[config.mk]
export PLATFORM = sky130hd
export DESIGN_NAME = usb_tx_wire_arbiter
export DESIGN_NICKNAME = d
export VERILOG_FILES = /design/src/rtl/usb_tx_wire_arbiter_pkg.sv /design/src/rtl/usb_tx_wire_arbiter_prio_enc.sv /design/src/rtl/usb_tx_wire_arbiter.sv
export SDC_FILE = /design/constraint.sdc
export NUM_CORES = 1
export LEC_CHECK = 0
export CAP_MARGIN = 15
export CORE_MARGIN = 2
export CORE_UTILIZATION = 33
export DETAILED_ROUTE_END_ITERATION = 7
export HOLD_SLACK_MARGIN = 0.05
export PLACE_DENSITY = 0.73
export SYNTH_ARGS = -nofsm -noshare
export SYNTH_HDL_FRONTEND = slang
export SYNTH_SLANG_ARGS = --single-unit
[constraint.sdc]
create_clock -name clk -period 1.4 [get_ports clk]
set_input_delay 0.14 -clock clk [delete_from_list [all_inputs] [get_ports clk]]
set_output_delay 0.14 -clock clk [all_outputs]
set_load 0.1 [all_outputs]
[src/rtl/usb_tx_wire_arbiter_pkg.sv]
// Shared USB transmit-side definitions: requester indices, arbiter FSM
// encoding and the idle line symbol.
package usb_tx_wire_arbiter_pkg;

   localparam int REQ_LINECTRL = 0;
   localparam int REQ_TXBYTE   = 1;
   localparam int REQ_RESUME   = 2;
   localparam int NUM_REQ      = REQ_RESUME + 1;

   localparam logic [1:0] SYM_SE0 = 2'b00;

   typedef enum logic [1:0] {
      ST_IDLE  = 2'd0,
      ST_OWNED = 2'd1,
      ST_GAP   = 2'd2
   } arbState_t;

endpackage

[src/rtl/usb_tx_wire_arbiter_prio_enc.sv]
// Fixed-priority encoder: reduces a request vector to a one-hot grant for
// the lowest-index active requester (all zeros when nothing is requested).
module usb_fixed_prio_enc #(
   parameter int WIDTH = 3
) (
   input  logic [WIDTH-1:0] i_req,
   output logic [WIDTH-1:0] o_gnt
);

   // Scan from the top down so the lowest set bit is the one that survives.
   always_comb begin
      o_gnt = '0;
      for (int n = WIDTH - 1; n >= 0; n--) begin
         if (i_req[n]) begin
            o_gnt    = '0;
            o_gnt[n] = 1'b1;
         end
      end
   end

endmodule

[src/rtl/usb_tx_wire_arbiter.sv]
// Arbitrates the single USB transmit wire driver among three requesters,
// with a non-preemptive grant and a configurable idle gap between owners.
module usb_tx_wire_arbiter
   import usb_tx_wire_arbiter_pkg::*;
#(
   parameter int GAP_CYCLES = 1
) (
   input  logic                   clk,
   input  logic                   rst,
   input  logic [NUM_REQ-1:0]     reqReq,
   output logic [NUM_REQ-1:0]     reqGnt,
   input  logic [NUM_REQ-1:0]     reqWEn,
   input  logic [2*NUM_REQ-1:0]   reqData,
   input  logic [NUM_REQ-1:0]     reqCtrl,
   input  logic [NUM_REQ-1:0]     reqFullSpeedRate,
   output logic [NUM_REQ-1:0]     reqRdy,
   output logic [1:0]             USBWireData,
   output logic                   USBWireCtrl,
   output logic                   USBWireFullSpeedRate,
   output logic                   USBWireWEn,
   input  logic                   USBWireRdy,
   output logic                   protocolErr
);

   localparam logic [1:0] GAP_LOAD = 2'(GAP_CYCLES - 1);

   arbState_t          r_state;
   arbState_t          w_nextState;
   logic [NUM_REQ-1:0] r_gnt;
   logic [NUM_REQ-1:0] w_nextGnt;
   logic [NUM_REQ-1:0] w_prioGnt;
   logic [1:0]         r_gapCnt;
   logic [1:0]         w_nextGapCnt;
   logic               r_protocolErr;
   logic               r_fsRate;
   logic               w_ownerDrops;
   logic               w_ownerRate;

   usb_fixed_prio_enc #(
      .WIDTH (NUM_REQ)
   ) u_prioEnc (
      .i_req (reqReq),
      .o_gnt (w_prioGnt)
   );

   assign w_ownerDrops = ~|(reqReq & r_gnt);

   always_ff @(posedge clk or posedge rst) begin
      if (rst) begin
         r_state  <= ST_IDLE;
         r_gnt    <= '0;
         r_gapCnt <= 2'd0;
      end else begin
         r_state  <= w_nextState;
         r_gnt    <= w_nextGnt;
         r_gapCnt <= w_nextGapCnt;
      end
   end

   // A drop by the owner always goes through GAP, even if a request is
   // already waiting, so back-to-back owners never share an edge.
   always_comb begin
      w_nextState  = r_state;
      w_nextGnt    = r_gnt;
      w_nextGapCnt = r_gapCnt;
      case (r_state)
         ST_IDLE: begin
            if (|reqReq) begin
               w_nextGnt   = w_prioGnt;
               w_nextState = ST_OWNED;
            end
         end
         ST_OWNED: begin
            if (w_ownerDrops) begin
               w_nextGnt    = '0;
               w_nextState  = ST_GAP;
               w_nextGapCnt = GAP_LOAD;
            end
         end
         ST_GAP: begin
            if (r_gapCnt == 2'd0) begin
               w_nextState = ST_IDLE;
            end else begin
               w_nextGapCnt = r_gapCnt - 2'd1;
            end
         end
         default: begin
            w_nextState  = ST_IDLE;
            w_nextGnt    = '0;
            w_nextGapCnt = 2'd0;
         end
      endcase
   end

   // The rate falls back to the remembered value when nobody owns the wire.
   always_comb begin
      USBWireData = SYM_SE0;
      USBWireCtrl = 1'b0;
      USBWireWEn  = 1'b0;
      w_ownerRate = r_fsRate;
      for (int n = 0; n < NUM_REQ; n++) begin
         if (r_gnt[n]) begin
            USBWireData = reqData[2*n +: 2];
            USBWireCtrl = reqCtrl[n];
            USBWireWEn  = reqWEn[n];
            w_ownerRate = reqFullSpeedRate[n];
         end
      end
   end

   always_ff @(posedge clk or posedge rst) begin
      if (rst) begin
         r_fsRate      <= 1'b0;
         r_protocolErr <= 1'b0;
      end else begin
         r_fsRate <= w_ownerRate;
         if (|(reqWEn & ~r_gnt)) begin
            r_protocolErr <= 1'b1;
         end
      end
   end

   assign USBWireFullSpeedRate = w_ownerRate;
   assign reqGnt               = r_gnt;
   assign reqRdy               = {NUM_REQ{USBWireRdy}} & r_gnt;
   assign protocolErr          = r_protocolErr;

endmodule

==> results of run 1 <==
## layout by cell type (no fill, tap or decap), drive strengths merged, types with 2 or more instances in the layout
master         count
nor3               2
o21ai             10
nor2               7
nand2              7
o22ai              2
and2               4
a21oi              4
nand2b             4
dfrtp              9
clkdlybuf4s50     20
inv                6
clkbuf             4
buf               26
a22oi              4
nor2b              2
## through the flow
stage / cells / power (mW)
3_5_place_dp: 128 / 2.60
3_3_place_gp: 128 / 2.58
2_1_floorplan: 75 / 1.88
6_report: 138 / 3.08
4_1_cts: 136 / 2.97
5_1_grt: 138 / 3.21
## path summary, 6_finish.rpt
kind,to,cells past startpoint,slack (ns)
min reg2reg,r_gapCnt[1],1,0.49
min in group clk,protocolErr,3,0.49
min,reqGnt[0],2,0.12
max in group asynchronous,reqGnt[1],2,1.01
max,USBWireFullSpeedRate,6,-0.30
max reg2reg,reqGnt[2],6,-0.19
## synthesized netlist by cell type, drive strengths merged
master,n,share of area (%)
a21o,1,1.3
a21oi,4,3.4
a222oi,1,1.7
a22oi,4,5.1
a31oi,1,1.1
a32oi,1,1.5
and2,4,4.3
buf,2,1.7
clkbuf,2,1.3
dfrtp,9,38
ha,1,2.1
inv,6,3.8
mux2i,1,1.7
nand2,7,4.5
nand2b,4,4.3
nand3,1,0.85
nand3b,1,1.3
nor2,7,4.5
nor2b,2,2.1
nor3,2,1.7
nor4,1,1.1
o21ai,10,8.5
o22ai,2,2.1
o2bb2ai,1,1.5
## flip-flops by register name, indices dropped and copies added, names as in the netlist
name and cells:
r_gapCnt 2, r_state 2, r_fsRate 1, reqGnt 3
protocolErr 1
## power by group
part           leakage [nW]  switching, mW  total [mW]  internal [mW]
clock network        0.0150          0.100       0.211          0.110
logic                 0.425           1.38        2.37          0.996
registers             0.108          0.140       0.497          0.356
## area by class of cell
cell class | instances | area, um^2
multi-input combinational | 56 | 437
timing repair buffer | 46 | 574
sequential | 9 | 236
fill | 116 | 372
tap | 17 | 21.3
inverter | 6 | 22.5
clock buffer | 4 | 26.3
## worst max-delay path, cell delays in order, from the launching register on
cell	delay, ns
dfrtp_4	0.49
buf_12	0.14
mux2i_4	0.18
nor2_4	0.08
a21oi_2	0.05
o21ai_4	0.16
buf_12	0.19
## logic make-up (layout without fill, tap and decap cells)
| group | after synthesis | count (layout) | synth area share (%) |
|---|---|---|---|
| AOI/OAI and AO/OA | 25 | 25 | 26.3 |
| adders and majority gates | 1 | 1 | 2.14 |
| muxes | 1 | 1 | 1.71 |
| DFF | 9 | 9 | 38.5 |
| and+or+nand+nor | 29 | 29 | 24.6 |
| buffers and inverters | 10 | 56 | 6.84 |
## layer usage
| layer | part of all wire [%] | wire length [um] | vias up | track usage (%) |
|---|---|---|---|---|
| met1 | 43 | 851 | 340 | 23.5 |
| li1 | - | - | 358 | - |
| met5 | 0 | 0 | - | 0 |
| met4 | 2.3 | 46 | 0 | 10.9 |
| met2 | 45 | 897 | 42 | 31.9 |
| met3 | 9.1 | 180 | 6 | 4.71 |
## what timing repair did
item | in CTS | in global routing
buffers inserted | 4 | 2
gates resized for setup | 8 | 5
setup endpoints to repair | 12 | 15
pin swaps | 4 | 3
==> reports/qor.csv, run 1 <==
metric,value,unit
pin count of the biggest net entering global routing,16,
"Remaining Overflow, GRT",0,
Routed Antenna Nets,0,
Initial Util,34.7,%
Max Freq,589,MHz
Placement Setup Slack,-0.162,ns
io pins,33,
clock-pin transition on the worst setup and hold timing paths,0.07,ns
Static Leak,0.548,nW
initial antenna violation count,0,
DR iter-0 viols,16,
fin area,0.00132,mm^2
Rows,15,
critical path class,register to output pin,
Mapped Nets,97,
Root Driver,clkbuf_4,
Pwr Density,2340,mW/mm^2
fin crit share,121,%
Total Routed Length,1.98,mm
Die Area,0.00213,mm^2
Die Wd,46.1,um
relative slew slack,73.2,%
Syn-to-layout area delta,125,%
Placed Area,0.00118,mm^2
vias per cell,5.41,
hpwl dp,1.37,mm
antenna cells,0,
critical path data arrival time,1.56,ns
min cycle time layout,1.70,ns
max-slew violations,0,
register area share after synthesis,38.5,%
worst slew pin tran,0.401,ns
failing checks,setup timing,
max_cap viols,0,
port bufs,32,
worst skew pair latency,0.28,ns
DR vias,746,
nature of the critical path startpoint,register,
worst path required time,1.26,ns
DR pass1 iterations,4,
worst vdd ir,1500,uV
status,finished with violations,
setup TNS,-2.27,ns
library cells used by synthesis,26,
routed length per instance,14.3,um
Synth Area per Inst,7.81,um^2
Tot GR Track Use,19.6,%
vias in the first global route,667,
CP max FO,3,
Netlist Area Pre-Place,586,um^2
final worst setup slack,-0.298,ns
final hold viol count,0,
Yosys reg bits,9,
share of layout cells above drive strength 1,40.5,%
Clock H-tree levels,1,
final RePlAce weighted congestion,0.840,
clock buffer count from CTS,3,
Worst Hold Slack,0.116,ns
Critical Path Source,reqGnt[0],
DRC Markers,0,
Critical Path End Type,output pin,
total of warnings raised by yosys,0,
first-pass GRT wire length,2.94,mm
RSZ-0062 raised after global routing,yes,
CTS sink cnt,9,
Max Buffers Root-to-Sink,2,
nets@finish,144,
core area,0.00169,mm^2
FF-to-FF Start,reqGnt[0],
CTS tree,done,
synthesized instance count,75,
clock skew after layout,0.00967,ns
Die H,46.1,um
Hold Buf Count CTS,0,
HP Class,input pin to async pin,
# setup viols final,15,
fin util,78.0,%
(Power assumes the default switching activity.)
==> run 2: changes to the inputs <==
--- a/config.mk
+++ b/config.mk
@@ -8,6 +8,7 @@
 export CAP_MARGIN = 15
 export CORE_MARGIN = 2
 export CORE_UTILIZATION = 33
+export CTS_CLUSTER_DIAMETER = 50
 export DETAILED_ROUTE_END_ITERATION = 7
 export HOLD_SLACK_MARGIN = 0.05
 export PLACE_DENSITY = 0.73
==> results of run 2 <==
Final layout, timing and power as in run 1 (identical DEF).
